[src/rtl/memory_access_unit_if.sv]
// memory_access_unit_if: execute bundle, data-memory bus and write-back bundle.
// slave = memory stage side; master = surrounding pipeline and memory side.
interface memory_access_unit_if #(
    parameter int XLEN  = 32,
    parameter int REG_W = 5
);
    logic             valid_in;
    logic             ready_out;
    logic             mem_read;
    logic             mem_write;
    logic [2:0]       funct3;
    logic [XLEN-1:0]  alu_result;
    logic [XLEN-1:0]  store_data;
    logic [REG_W-1:0] rd_index_in;
    logic             need_write_rd_in;
    logic [XLEN-1:0]  pc_next_in;

    logic             dmem_req;
    logic             dmem_we;
    logic [XLEN-1:0]  dmem_addr;
    logic [XLEN-1:0]  dmem_wdata;
    logic [3:0]       dmem_wstrb;
    logic             dmem_ack;
    logic [XLEN-1:0]  dmem_rdata;

    logic             wb_valid;
    logic [REG_W-1:0] rd_index;
    logic [XLEN-1:0]  result;
    logic [XLEN-1:0]  pc_next;
    logic             need_write_rd;
    logic             mem_fault;

    modport slave (
        input  valid_in,
        output ready_out,
        input  mem_read,
        input  mem_write,
        input  funct3,
        input  alu_result,
        input  store_data,
        input  rd_index_in,
        input  need_write_rd_in,
        input  pc_next_in,
        output dmem_req,
        output dmem_we,
        output dmem_addr,
        output dmem_wdata,
        output dmem_wstrb,
        input  dmem_ack,
        input  dmem_rdata,
        output wb_valid,
        output rd_index,
        output result,
        output pc_next,
        output need_write_rd,
        output mem_fault
    );

    modport master (
        output valid_in,
        input  ready_out,
        output mem_read,
        output mem_write,
        output funct3,
        output alu_result,
        output store_data,
        output rd_index_in,
        output need_write_rd_in,
        output pc_next_in,
        input  dmem_req,
        input  dmem_we,
        input  dmem_addr,
        input  dmem_wdata,
        input  dmem_wstrb,
        output dmem_ack,
        output dmem_rdata,
        input  wb_valid,
        input  rd_index,
        input  result,
        input  pc_next,
        input  need_write_rd,
        input  mem_fault
    );
endinterface

[src/rtl/memory_access_unit.sv]
// memory_access_unit: rv32 memory stage, one req/ack data-bus transaction per load/store.
// Define MEM_TIMEOUT_EN to add a bus watchdog that gives up after TIMEOUT_CYCLES.
module memory_access_unit #(
    parameter int XLEN           = 32,
    parameter int REG_W          = 5,
    parameter int TIMEOUT_CYCLES = 255
) (
    input logic                 clk,
    input logic                 rst_n,
    memory_access_unit_if.slave io_bus
);

    localparam logic [1:0] S_IDLE = 2'd0;
    localparam logic [1:0] S_BUS  = 2'd1;
    localparam logic [1:0] S_RESP = 2'd2;

    logic [1:0]       r_state;
    logic [XLEN-1:0]  r_addr;
    logic [2:0]       r_f3;
    logic             r_we;
    logic [3:0]       r_wstrb;
    logic [XLEN-1:0]  r_wdata;
    logic             r_need_pend;
    logic             r_wb_valid;
    logic [XLEN-1:0]  r_result;
    logic [REG_W-1:0] r_rd;
    logic [XLEN-1:0]  r_pc;
    logic             r_need;
    logic             r_fault;

    logic             w_accept;
    logic             w_is_mem;
    logic             w_f3_bad;
    logic             w_misal;
    logic             w_fault;
    logic             w_timeout;
    logic [XLEN-1:0]  w_st_data;
    logic [3:0]       w_st_strb;
    logic [7:0]       w_byte;
    logic [15:0]      w_half;
    logic [XLEN-1:0]  w_ld_data;

    assign w_accept = io_bus.valid_in & (r_state == S_IDLE);
    assign w_is_mem = io_bus.mem_read | io_bus.mem_write;

    // Read and write together is reported like an illegal funct3.
    always_comb begin
        w_f3_bad = 1'b0;
        if (io_bus.mem_read & io_bus.mem_write) begin
            w_f3_bad = 1'b1;
        end else if (io_bus.mem_read) begin
            w_f3_bad = (io_bus.funct3 == 3'b011) |
                       (io_bus.funct3[2:1] == 2'b11);
        end else if (io_bus.mem_write) begin
            w_f3_bad = io_bus.funct3[2] | (&io_bus.funct3[1:0]);
        end
    end

    always_comb begin
        w_misal = 1'b0;
        unique case (io_bus.funct3[1:0])
            2'b01:   w_misal = io_bus.alu_result[0];
            2'b10:   w_misal = |io_bus.alu_result[1:0];
            default: w_misal = 1'b0;
        endcase
    end

    assign w_fault = w_is_mem & (w_f3_bad | w_misal);

    always_comb begin
        w_st_data = io_bus.store_data;
        w_st_strb = 4'b1111;
        unique case (1'b1)
            io_bus.funct3[1:0] == 2'b00: begin
                w_st_data = {(XLEN/8){io_bus.store_data[7:0]}};
                w_st_strb = 4'b0001 << io_bus.alu_result[1:0];
            end
            io_bus.funct3[1:0] == 2'b01: begin
                w_st_data = {(XLEN/16){io_bus.store_data[15:0]}};
                w_st_strb = io_bus.alu_result[1] ? 4'b1100 : 4'b0011;
            end
            default: begin
                w_st_data = io_bus.store_data;
                w_st_strb = 4'b1111;
            end
        endcase
    end

    assign w_byte = io_bus.dmem_rdata[{r_addr[1:0], 3'b000} +: 8];
    assign w_half = io_bus.dmem_rdata[{r_addr[1], 4'b0000} +: 16];

    always_comb begin
        w_ld_data = io_bus.dmem_rdata;
        unique case (r_f3)
            3'b000:  w_ld_data = {{(XLEN-8){w_byte[7]}}, w_byte};
            3'b100:  w_ld_data = {{(XLEN-8){1'b0}}, w_byte};
            3'b001:  w_ld_data = {{(XLEN-16){w_half[15]}}, w_half};
            3'b101:  w_ld_data = {{(XLEN-16){1'b0}}, w_half};
            default: w_ld_data = io_bus.dmem_rdata;
        endcase
    end

`ifdef MEM_TIMEOUT_EN
    localparam logic [7:0] LP_TO_LAST = 8'(TIMEOUT_CYCLES - 1);

    logic [7:0] r_to_cnt;

    // Counter sits at zero outside BUS, so each transaction starts fresh.
    always_ff @(posedge clk) begin
        if (!rst_n) begin
            r_to_cnt <= '0;
        end else if (r_state != S_BUS) begin
            r_to_cnt <= '0;
        end else begin
            r_to_cnt <= r_to_cnt + 8'd1;
        end
    end

    assign w_timeout = (r_to_cnt == LP_TO_LAST);
`else
    assign w_timeout = 1'b0;
`endif

    always_ff @(posedge clk) begin
        if (!rst_n) begin
            r_state     <= S_IDLE;
            r_addr      <= '0;
            r_f3        <= '0;
            r_we        <= 1'b0;
            r_wstrb     <= '0;
            r_wdata     <= '0;
            r_need_pend <= 1'b0;
            r_wb_valid  <= 1'b0;
            r_result    <= '0;
            r_rd        <= '0;
            r_pc        <= '0;
            r_need      <= 1'b0;
            r_fault     <= 1'b0;
        end else begin
            r_wb_valid <= 1'b0;
            unique case (r_state)
                S_IDLE: begin
                    if (w_accept) begin
                        r_rd <= io_bus.rd_index_in;
                        r_pc <= io_bus.pc_next_in;
                        if (!w_is_mem || w_fault) begin
                            r_result   <= io_bus.alu_result;
                            r_need     <= io_bus.need_write_rd_in & ~w_fault;
                            r_fault    <= w_fault;
                            r_wb_valid <= 1'b1;
                        end else begin
                            r_addr      <= io_bus.alu_result;
                            r_f3        <= io_bus.funct3;
                            r_need_pend <= io_bus.need_write_rd_in;
                            r_we        <= io_bus.mem_write;
                            r_wstrb     <= io_bus.mem_write ? w_st_strb : 4'b0000;
                            r_wdata     <= io_bus.mem_write ? w_st_data : '0;
                            r_state     <= S_BUS;
                        end
                    end
                end
                S_BUS: begin
                    // An ack in the same cycle as the watchdog limit wins.
                    if (io_bus.dmem_ack || w_timeout) begin
                        r_result   <= (r_we || !io_bus.dmem_ack) ? r_addr : w_ld_data;
                        r_need     <= r_need_pend & io_bus.dmem_ack;
                        r_fault    <= ~io_bus.dmem_ack;
                        r_wb_valid <= 1'b1;
                        r_we       <= 1'b0;
                        r_wstrb    <= 4'b0000;
                        r_state    <= S_RESP;
                    end
                end
                S_RESP: begin
                    r_state <= S_IDLE;
                end
                default: begin
                    r_state <= S_IDLE;
                end
            endcase
        end
    end

    assign io_bus.ready_out     = (r_state == S_IDLE);
    assign io_bus.dmem_req      = (r_state == S_BUS);
    assign io_bus.dmem_we       = r_we;
    assign io_bus.dmem_addr     = {r_addr[XLEN-1:2], 2'b00};
    assign io_bus.dmem_wdata    = r_wdata;
    assign io_bus.dmem_wstrb    = r_wstrb;
    assign io_bus.wb_valid      = r_wb_valid;
    assign io_bus.rd_index      = r_rd;
    assign io_bus.result        = r_result;
    assign io_bus.pc_next       = r_pc;
    assign io_bus.need_write_rd = r_need;
    assign io_bus.mem_fault     = r_fault;

endmodule

[src/flat_wrapper.sv]
// flat-port wrapper written by rule: the top's interface ports become plain ports
module memory_access_unit_flat 
#(
    parameter int XLEN           = 32,
    parameter int REG_W          = 5,
    parameter int TIMEOUT_CYCLES = 255
)
  (clk, rst_n, io_bus_valid_in, io_bus_ready_out, io_bus_mem_read, io_bus_mem_write, io_bus_funct3, io_bus_alu_result, io_bus_store_data, io_bus_rd_index_in, io_bus_need_write_rd_in, io_bus_pc_next_in, io_bus_dmem_req, io_bus_dmem_we, io_bus_dmem_addr, io_bus_dmem_wdata, io_bus_dmem_wstrb, io_bus_dmem_ack, io_bus_dmem_rdata, io_bus_wb_valid, io_bus_rd_index, io_bus_result, io_bus_pc_next, io_bus_need_write_rd, io_bus_mem_fault);
  memory_access_unit_if #(.XLEN(XLEN), .REG_W(REG_W)) io_bus_i ();
  input logic clk;
  input logic rst_n;
  input wire logic [$bits(io_bus_i.valid_in)-1:0] io_bus_valid_in;
  output wire logic [$bits(io_bus_i.ready_out)-1:0] io_bus_ready_out;
  input wire logic [$bits(io_bus_i.mem_read)-1:0] io_bus_mem_read;
  input wire logic [$bits(io_bus_i.mem_write)-1:0] io_bus_mem_write;
  input wire logic [$bits(io_bus_i.funct3)-1:0] io_bus_funct3;
  input wire logic [$bits(io_bus_i.alu_result)-1:0] io_bus_alu_result;
  input wire logic [$bits(io_bus_i.store_data)-1:0] io_bus_store_data;
  input wire logic [$bits(io_bus_i.rd_index_in)-1:0] io_bus_rd_index_in;
  input wire logic [$bits(io_bus_i.need_write_rd_in)-1:0] io_bus_need_write_rd_in;
  input wire logic [$bits(io_bus_i.pc_next_in)-1:0] io_bus_pc_next_in;
  output wire logic [$bits(io_bus_i.dmem_req)-1:0] io_bus_dmem_req;
  output wire logic [$bits(io_bus_i.dmem_we)-1:0] io_bus_dmem_we;
  output wire logic [$bits(io_bus_i.dmem_addr)-1:0] io_bus_dmem_addr;
  output wire logic [$bits(io_bus_i.dmem_wdata)-1:0] io_bus_dmem_wdata;
  output wire logic [$bits(io_bus_i.dmem_wstrb)-1:0] io_bus_dmem_wstrb;
  input wire logic [$bits(io_bus_i.dmem_ack)-1:0] io_bus_dmem_ack;
  input wire logic [$bits(io_bus_i.dmem_rdata)-1:0] io_bus_dmem_rdata;
  output wire logic [$bits(io_bus_i.wb_valid)-1:0] io_bus_wb_valid;
  output wire logic [$bits(io_bus_i.rd_index)-1:0] io_bus_rd_index;
  output wire logic [$bits(io_bus_i.result)-1:0] io_bus_result;
  output wire logic [$bits(io_bus_i.pc_next)-1:0] io_bus_pc_next;
  output wire logic [$bits(io_bus_i.need_write_rd)-1:0] io_bus_need_write_rd;
  output wire logic [$bits(io_bus_i.mem_fault)-1:0] io_bus_mem_fault;
  assign io_bus_i.valid_in = io_bus_valid_in;
  assign io_bus_ready_out = io_bus_i.ready_out;
  assign io_bus_i.mem_read = io_bus_mem_read;
  assign io_bus_i.mem_write = io_bus_mem_write;
  assign io_bus_i.funct3 = io_bus_funct3;
  assign io_bus_i.alu_result = io_bus_alu_result;
  assign io_bus_i.store_data = io_bus_store_data;
  assign io_bus_i.rd_index_in = io_bus_rd_index_in;
  assign io_bus_i.need_write_rd_in = io_bus_need_write_rd_in;
  assign io_bus_i.pc_next_in = io_bus_pc_next_in;
  assign io_bus_dmem_req = io_bus_i.dmem_req;
  assign io_bus_dmem_we = io_bus_i.dmem_we;
  assign io_bus_dmem_addr = io_bus_i.dmem_addr;
  assign io_bus_dmem_wdata = io_bus_i.dmem_wdata;
  assign io_bus_dmem_wstrb = io_bus_i.dmem_wstrb;
  assign io_bus_i.dmem_ack = io_bus_dmem_ack;
  assign io_bus_i.dmem_rdata = io_bus_dmem_rdata;
  assign io_bus_wb_valid = io_bus_i.wb_valid;
  assign io_bus_rd_index = io_bus_i.rd_index;
  assign io_bus_result = io_bus_i.result;
  assign io_bus_pc_next = io_bus_i.pc_next;
  assign io_bus_need_write_rd = io_bus_i.need_write_rd;
  assign io_bus_mem_fault = io_bus_i.mem_fault;
  memory_access_unit #(.XLEN(XLEN), .REG_W(REG_W), .TIMEOUT_CYCLES(TIMEOUT_CYCLES)) u_core (.clk(clk), .rst_n(rst_n), .io_bus(io_bus_i));
endmodule
[config.mk]
export PLATFORM = sky130hd
export DESIGN_NAME = memory_access_unit_flat
export DESIGN_NICKNAME = d
export VERILOG_FILES = /design/src/rtl/memory_access_unit_if.sv /design/src/rtl/memory_access_unit.sv /design/src/flat_wrapper.sv
export SDC_FILE = /design/constraint.sdc
export NUM_CORES = 1
export LEC_CHECK = 0
export BUFFER_PORTS_ARGS = -buffer_cell sky130_fd_sc_hd__clkbuf_2
export CAP_MARGIN = 20
export CORE_AREA = 2 2 139 141
export CTS_BUF_LIST = sky130_fd_sc_hd__clkbuf_4 sky130_fd_sc_hd__clkbuf_8 sky130_fd_sc_hd__clkbuf_16
export CTS_CLUSTER_SIZE = 24
export DETAILED_ROUTE_END_ITERATION = 8
export DIE_AREA = 0 0 141 143
export MAX_ROUTING_LAYER = met4
export PLACE_DENSITY = 0.77
export SYNTH_ARGS = -nofsm -noshare
export SYNTH_HDL_FRONTEND = slang
export SYNTH_SLANG_ARGS = --single-unit
[constraint.sdc]
create_clock -name clk -period 2.4 [get_ports clk]
set_input_delay 0.36 -clock clk [delete_from_list [all_inputs] [get_ports clk]]
set_output_delay 0.36 -clock clk [all_outputs]
set_load 0.05 [all_outputs]
## Word-level counts from Yosys, hierarchy flattened

Cells that the tools add are included.
Widths: inputs -> output; s select.

| word-level totals | value |
|---|---|
| register bits after elaboration | 147 |
| input bits | 143 |
| output and inout port bits | 143 |
| logic and storage cells | 94 |

| operators by class | value |
|---|---|
| eq/ne operators | 12 |
| shift-type cells | 3 |
| multiplexer cells | 39 |
| bitwise gates (word level) | 12 |
| reductions and logical operators | 15 |

Operators with widths:

| operator | count |
|---|---|
| $mux 32 | 5 |
| $pmux 32 s2 | 2 |
| $pmux 32 s4 | 1 |
| $shiftx 32x6->16 | 1 |
| $shiftx 32x6->8 | 1 |
| $mux 4 | 5 |
| $pmux 4 s2 | 2 |
| $mux 1 | 15 |
| $pmux 1 s2 | 5 |
| $reduce_and 4->1 | 2 |
| $eq 3x3->1 const B | 2 |
| $mux 2 | 3 |
| $ne 2x1->1 const B | 3 |
| $reduce_and 3->1 | 2 |
| $and 1x1->1 | 5 |
| $eq 2x1->1 const B | 2 |
| $eq 2x2->1 const B | 2 |
| $logic_not 2->1 | 2 |
| $or 1x1->1 | 4 |
| $pmux 2 s2 | 1 |
| $reduce_and 2->1 | 2 |
| $shl 1x2->4 const A | 1 |
| $eq 3x1->1 const B | 1 |
| $eq 3x2->1 const B | 1 |
| other kinds (7) | 11 |

## Depth between registers and ports, before layout

| depth | value |
|---|---|
| depth in word-level cells | 12 |
| mapped depth | 10 |
| mapped depth without buffers | 7 |

## Worst setup path before layout

Ideal clock, no wire load.

| timing | value |
|---|---|
| path kind | input to register |
| start | in io_bus_funct3[1] |
| end | reg u_core.r_wstrb[2], in the netlist u_core.io_bus.dmem_wstrb[2] |
| library setup time | 0.117 ns |
| data arrival time | 2.113 ns |
| path slack | 0.171 ns |
| stages on the path | 9 |
| path buffers | 2 |
| cell sequence | buf_2 -> inv_1 -> ha_1 -> o211ai_1 -> o2111ai_2 -> or2_1 -> buf_6 -> and3_4 -> a22o_1 |

| between the ends | value |
|---|---|
| word-level cells in the longest chain between the ends | 10 |

RTL lines:

| item | RTL line | text |
|---|---|---|
| start: declaration | flat_wrapper.sv:16 | `input wire logic [$bits(io_bus_i.funct3)-1:0] io_bus_funct3;` |
| $reduce_and 2->1 | memory_access_unit.sv:55 | `w_f3_bad = io_bus.funct3[2] \| (&io_bus.funct3[1:0]);` |
| $or 1x1->1 | memory_access_unit.sv:55 |  |
| $mux 1 | memory_access_unit.sv:54 | `end else if (io_bus.mem_write) begin` |
| $mux 1 | memory_access_unit.sv:51 | `end else if (io_bus.mem_read) begin` |
| $mux 1 | memory_access_unit.sv:49 | `if (io_bus.mem_read & io_bus.mem_write) begin` |
| $or 1x1->1 | memory_access_unit.sv:68 | `assign w_fault = w_is_mem & (w_f3_bad \| w_misal);` |
| $and 1x1->1 | memory_access_unit.sv:68 |  |
| $logic_or 1x1->1 | memory_access_unit.sv:146 | `if (!w_is_mem \|\| w_fault) begin` |
| $ne 2x2->1 (no source line) | - |  |
| $reduce_and 4->1 (no source line) | - |  |
| end signal: assignment | memory_access_unit.sv:156 | `r_wstrb <= io_bus.mem_write ? w_st_strb : 4'b0000;` |
| end: declaration | memory_access_unit.sv:21 | `logic [3:0] r_wstrb;` |

Several ways; a longest one is shown, not always the timed one. The select of a mux whose other input is x is not followed.
A chain may end at the register's enable or synchronous reset.

## Worst setup path after layout

| timing | value |
|---|---|
| start | reg u_core.r_state[0] |
| end | out io_bus_dmem_req |

| between the ends | value |
|---|---|
| word-level cells in the longest chain between the ends | 1 |

RTL lines:

| item | RTL line | text |
|---|---|---|
| start: declaration | memory_access_unit.sv:17 | `logic [1:0] r_state;` |
| start signal: assignment | memory_access_unit.sv:126 | `r_state <= S_IDLE;` |
| start signal: assignment | memory_access_unit.sv:158 | `r_state <= S_BUS;` |
| start signal: assignment | memory_access_unit.sv:171 | `r_state <= S_RESP;` |
| $eq 2x1->1 | memory_access_unit.sv:185 | `assign io_bus.dmem_req = (r_state == S_BUS);` |
| end: declaration | flat_wrapper.sv:22 | `output wire logic [$bits(io_bus_i.dmem_req)-1:0] io_bus_dmem_req;` |

No other way between the ends.

==> results.ini <==
[run_status]
status=completed

[cells_and_area]
nets=1283
fin_util_pct=50.11
diodes=0
drive_gt1_share_pct=32.81
stdcell_count=1383
syn2layout_area_growth_pct=27.68

[clocking]
cts-root-buf=clkbuf_16
hold_buffers=0
cts_buffers=17
clk_pin_slew_ns=0.07
cts_tree=done
clk_latency_ns=0.43
cts.sinks=147
cts-resized-gates=0
h-tree-depth=4
cts_buffer_depth=2
post_cts_buffers=0

[synth]
synth_warnings=0
synthTopCellsByArea=dfxtp_1 (40%), nand2_1 (8.4%), nand3_1 (7.5%), o21ai_0 (5.0%), a21boi_0 (4.0%)
ys_async_sr_fraction_pct=0
postSynthAreaPerCell_um2=7.969
ys_seq_area_share_pct=40.36
syn_inst=915
synth-edff-count=0
synth_area_mm2=0.007292
synth.distinct_cells=59
synth_top_cell_by_area=dfxtp_1
ys_ff_latch=147
yosys.area.top_type_share_pct=40.36
synth_flop_cell=dfxtp_1

[min_path]
worstHoldPathType=input pin to register
hold_end=u_core.io_bus.rd_index[3]$_SDFFE_PN0P_
holdPathStages=3
min_from=io_bus_rd_index_in[3]

[setup_path]
r2r-start=u_core.r_addr[1]$_SDFFE_PN0P_
crit_fanout=29
cpPeakStageDelay_ns=0.47
worstReg2RegEnd=u_core.io_bus.result[31]$_SDFFE_PN0P_
critPathBufInv=3
worst_setup_path_end_kind=output pin
startpoint_type=register
setup.worst_path.class=register to output pin
cp_slowest_cell=dfxtp_1
worstPathCellList=nand2b_1, inv_1, buf_4, clkbuf_2
critPathArrivalTime_ns=1.87
r2r_slack_ns=0.32
worstPathRequired_ns=2.04
crit_family=buffers and inverters
r2r.worst_path.cells=5

[placed_design]
dp_hpwl_um=18030
dp.cells=1351
place_congestion=0.9414
portBuffers=283

[global_route]
antenna_found_initial=0
grt_pass1_vias=6958
overflow=0
grt_pass1_wl_um=37630
grt_usage_pct=24.11
grt_max_degree=110

[timing]
hold-worst-slack_ns=0.1611
layout_min_cycle_time_ns=2.234
drv_slew=0
setup_viol=0
skew_ns=0.009965
fmax_ghz=0.4475
rsz0062_at_grt=false
period_share_pct=93.10
tightest_slew_ns=0.7589
finalSetupTns_ns=0
finalHoldViolCount=0
relSlewSlack_pct=49.28

[power]
power.leakage_nw=4.230
seqPwrFrac_pct=38.7
internal_power_w=0.004522
p_switching_w=0.002466
p_total_w=0.006989
irDropWorstVdd_v=0.0005069
pwr-share-comb_pct=22.7
clockPowerShare_pct=38.6
netSwitchingFraction_pct=35.29
pwr_density_cell_mw_per_mm2=750.7

[floorplanning]
fp.dieH_um=143
pin_count=286
fp.dieW_um=141
rows=50
die_area_mm2=0.02016
initial_utilization_pct=39.25
fp.coreArea_mm2=0.01858

[drt]
wire_per_inst_um=17.72
via_per_inst=5.624
drt-pass1-iter-count=6
ant_nets=0
drt-initial-drc-count=630
drc=0
vias=7778
drt-total-wl_um=24510

[flow_run]
drv_cap=0

per-stage QoR:
| step | instance area, um2 | setup slack (ns) |
|---|---|---|
| 2_1_floorplan | 7296 | 0.1706 |
| 3_3_place_gp | 8720 | 0.1293 |
| 3_5_place_dp | 8720 | -0.008172 |
| 4_1_cts | 9310 | 0.1685 |
| 5_1_grt | 9310 | 0.07877 |
| 6_report | 9310 | 0.1655 |
cells in the mapped netlist (5+ instances only):
library cell,count
and2_1,16
o31ai_2,7
mux2_2,8
o221ai_1,19
nor2b_1,5
a311oi_1,17
dfxtp_1,147
o21ai_0,73
a21boi_0,39
and3_1,5
a21oi_1,29
nand2b_1,9
o211ai_1,9
inv_1,10
a22oi_1,15
o21ai_1,6
nor2_1,29
a22o_1,8
mux2i_1,6
buf_2,14
nand2_1,164
a32o_1,8
nand3_1,110
o21a_1,9
buf_4,34
buf_1,11
clkbuf_1,52
worst min-delay path: stages:
cell	delay, ns
clkbuf_2	0.08
nand2_1	0.04
a21boi_0	0.06
layout by cell type (no fill, tap or decap), types with 6 or more instances in the layout:
master / count
o21ai_0: 73
inv_1: 10
clkbuf_2: 282
dfxtp_1: 147
nand3_1: 110
o211ai_1: 9
buf_4: 28
a22oi_1: 15
a21oi_1: 28
mux2i_1: 6
o221ai_1: 19
a311oi_1: 17
o31ai_2: 7
nor2_1: 28
and2_1: 16
o21a_1: 9
o21ai_1: 6
mux2_2: 8
clkbuf_16: 17
nand2_1: 164
a32o_1: 8
a22o_1: 8
inv_6: 6
a21boi_0: 39
nand2b_1: 9
registers in the layout (all words and copies together), names as in the netlist:
register,flops
u_core.io_bus.mem_fault,1
u_core.io_bus.result,32
u_core.r_state,2
u_core.io_bus.dmem_wstrb,4
u_core.r_need_pend,1
u_core.io_bus.rd_index,5
u_core.r_f3,3
u_core.io_bus.need_write_rd,1
u_core.io_bus.dmem_we,1
u_core.r_addr,32
u_core.io_bus.wb_valid,1
u_core.io_bus.pc_next,32
u_core.io_bus.dmem_wdata,32
layer usage:
metal  track usage, %  share of wire, %
met3            5.835               8.9
met4            7.526               2.2
met1            30.06                41
met2            38.84                48
met5                -                 0
cells by family after synthesis:
kind of cell    synth area share, %
fa+ha+maj                    0.6864
compound gates                25.91
mux                           2.059
xor+xnor                     0.1201
other cells                 0.05143
simple gates                  22.29
buf+inv                       8.528
flops                         40.36
power groups by stage:
stage          registers [W]  clock network, W  logic, W
2_1_floorplan        0.00315                 0  0.000701
3_3_place_gp         0.00275                 0   0.00156
3_5_place_dp         0.00276                 0   0.00157
4_1_cts              0.00270           0.00275   0.00158
5_1_grt              0.00272           0.00284   0.00169
6_report             0.00271           0.00270   0.00159
worst max-delay path by stage:
stage	from	to	slack, ns	cells past startpoint
finish	u_core.r_state[0]$_SDFFE_PN0P_	io_bus_dmem_req	0.17	4
global route	u_core.r_state[0]$_SDFFE_PN0P_	io_bus_dmem_req	0.08	4
CTS	u_core.r_state[0]$_SDFFE_PN0P_	io_bus_dmem_req	0.17	4
detailed placement	io_bus_funct3[1]	u_core.io_bus.result[27]$_SDFFE_PN0P_	-0.008	8
global placement	io_bus_funct3[1]	u_core.r_addr[20]$_SDFFE_PN0P_	0.13	9
floorplan	io_bus_funct3[1]	u_core.io_bus.dmem_wstrb[2]$_SDFFE_PN0P_	0.17	9
final cells by class:
cell class / instances / area [um2]
flip-flops and latches: 147 / 2943
repair buffers: 314 / 1702
fillers: 1784 / 9270
inverters: 10 / 37.54
multi-input cells: 646 / 3745
clock buffers: 17 / 425.4
well taps: 234 / 292.8
clock inverters: 15 / 165.2
Power figures use the tool's default switching activity.
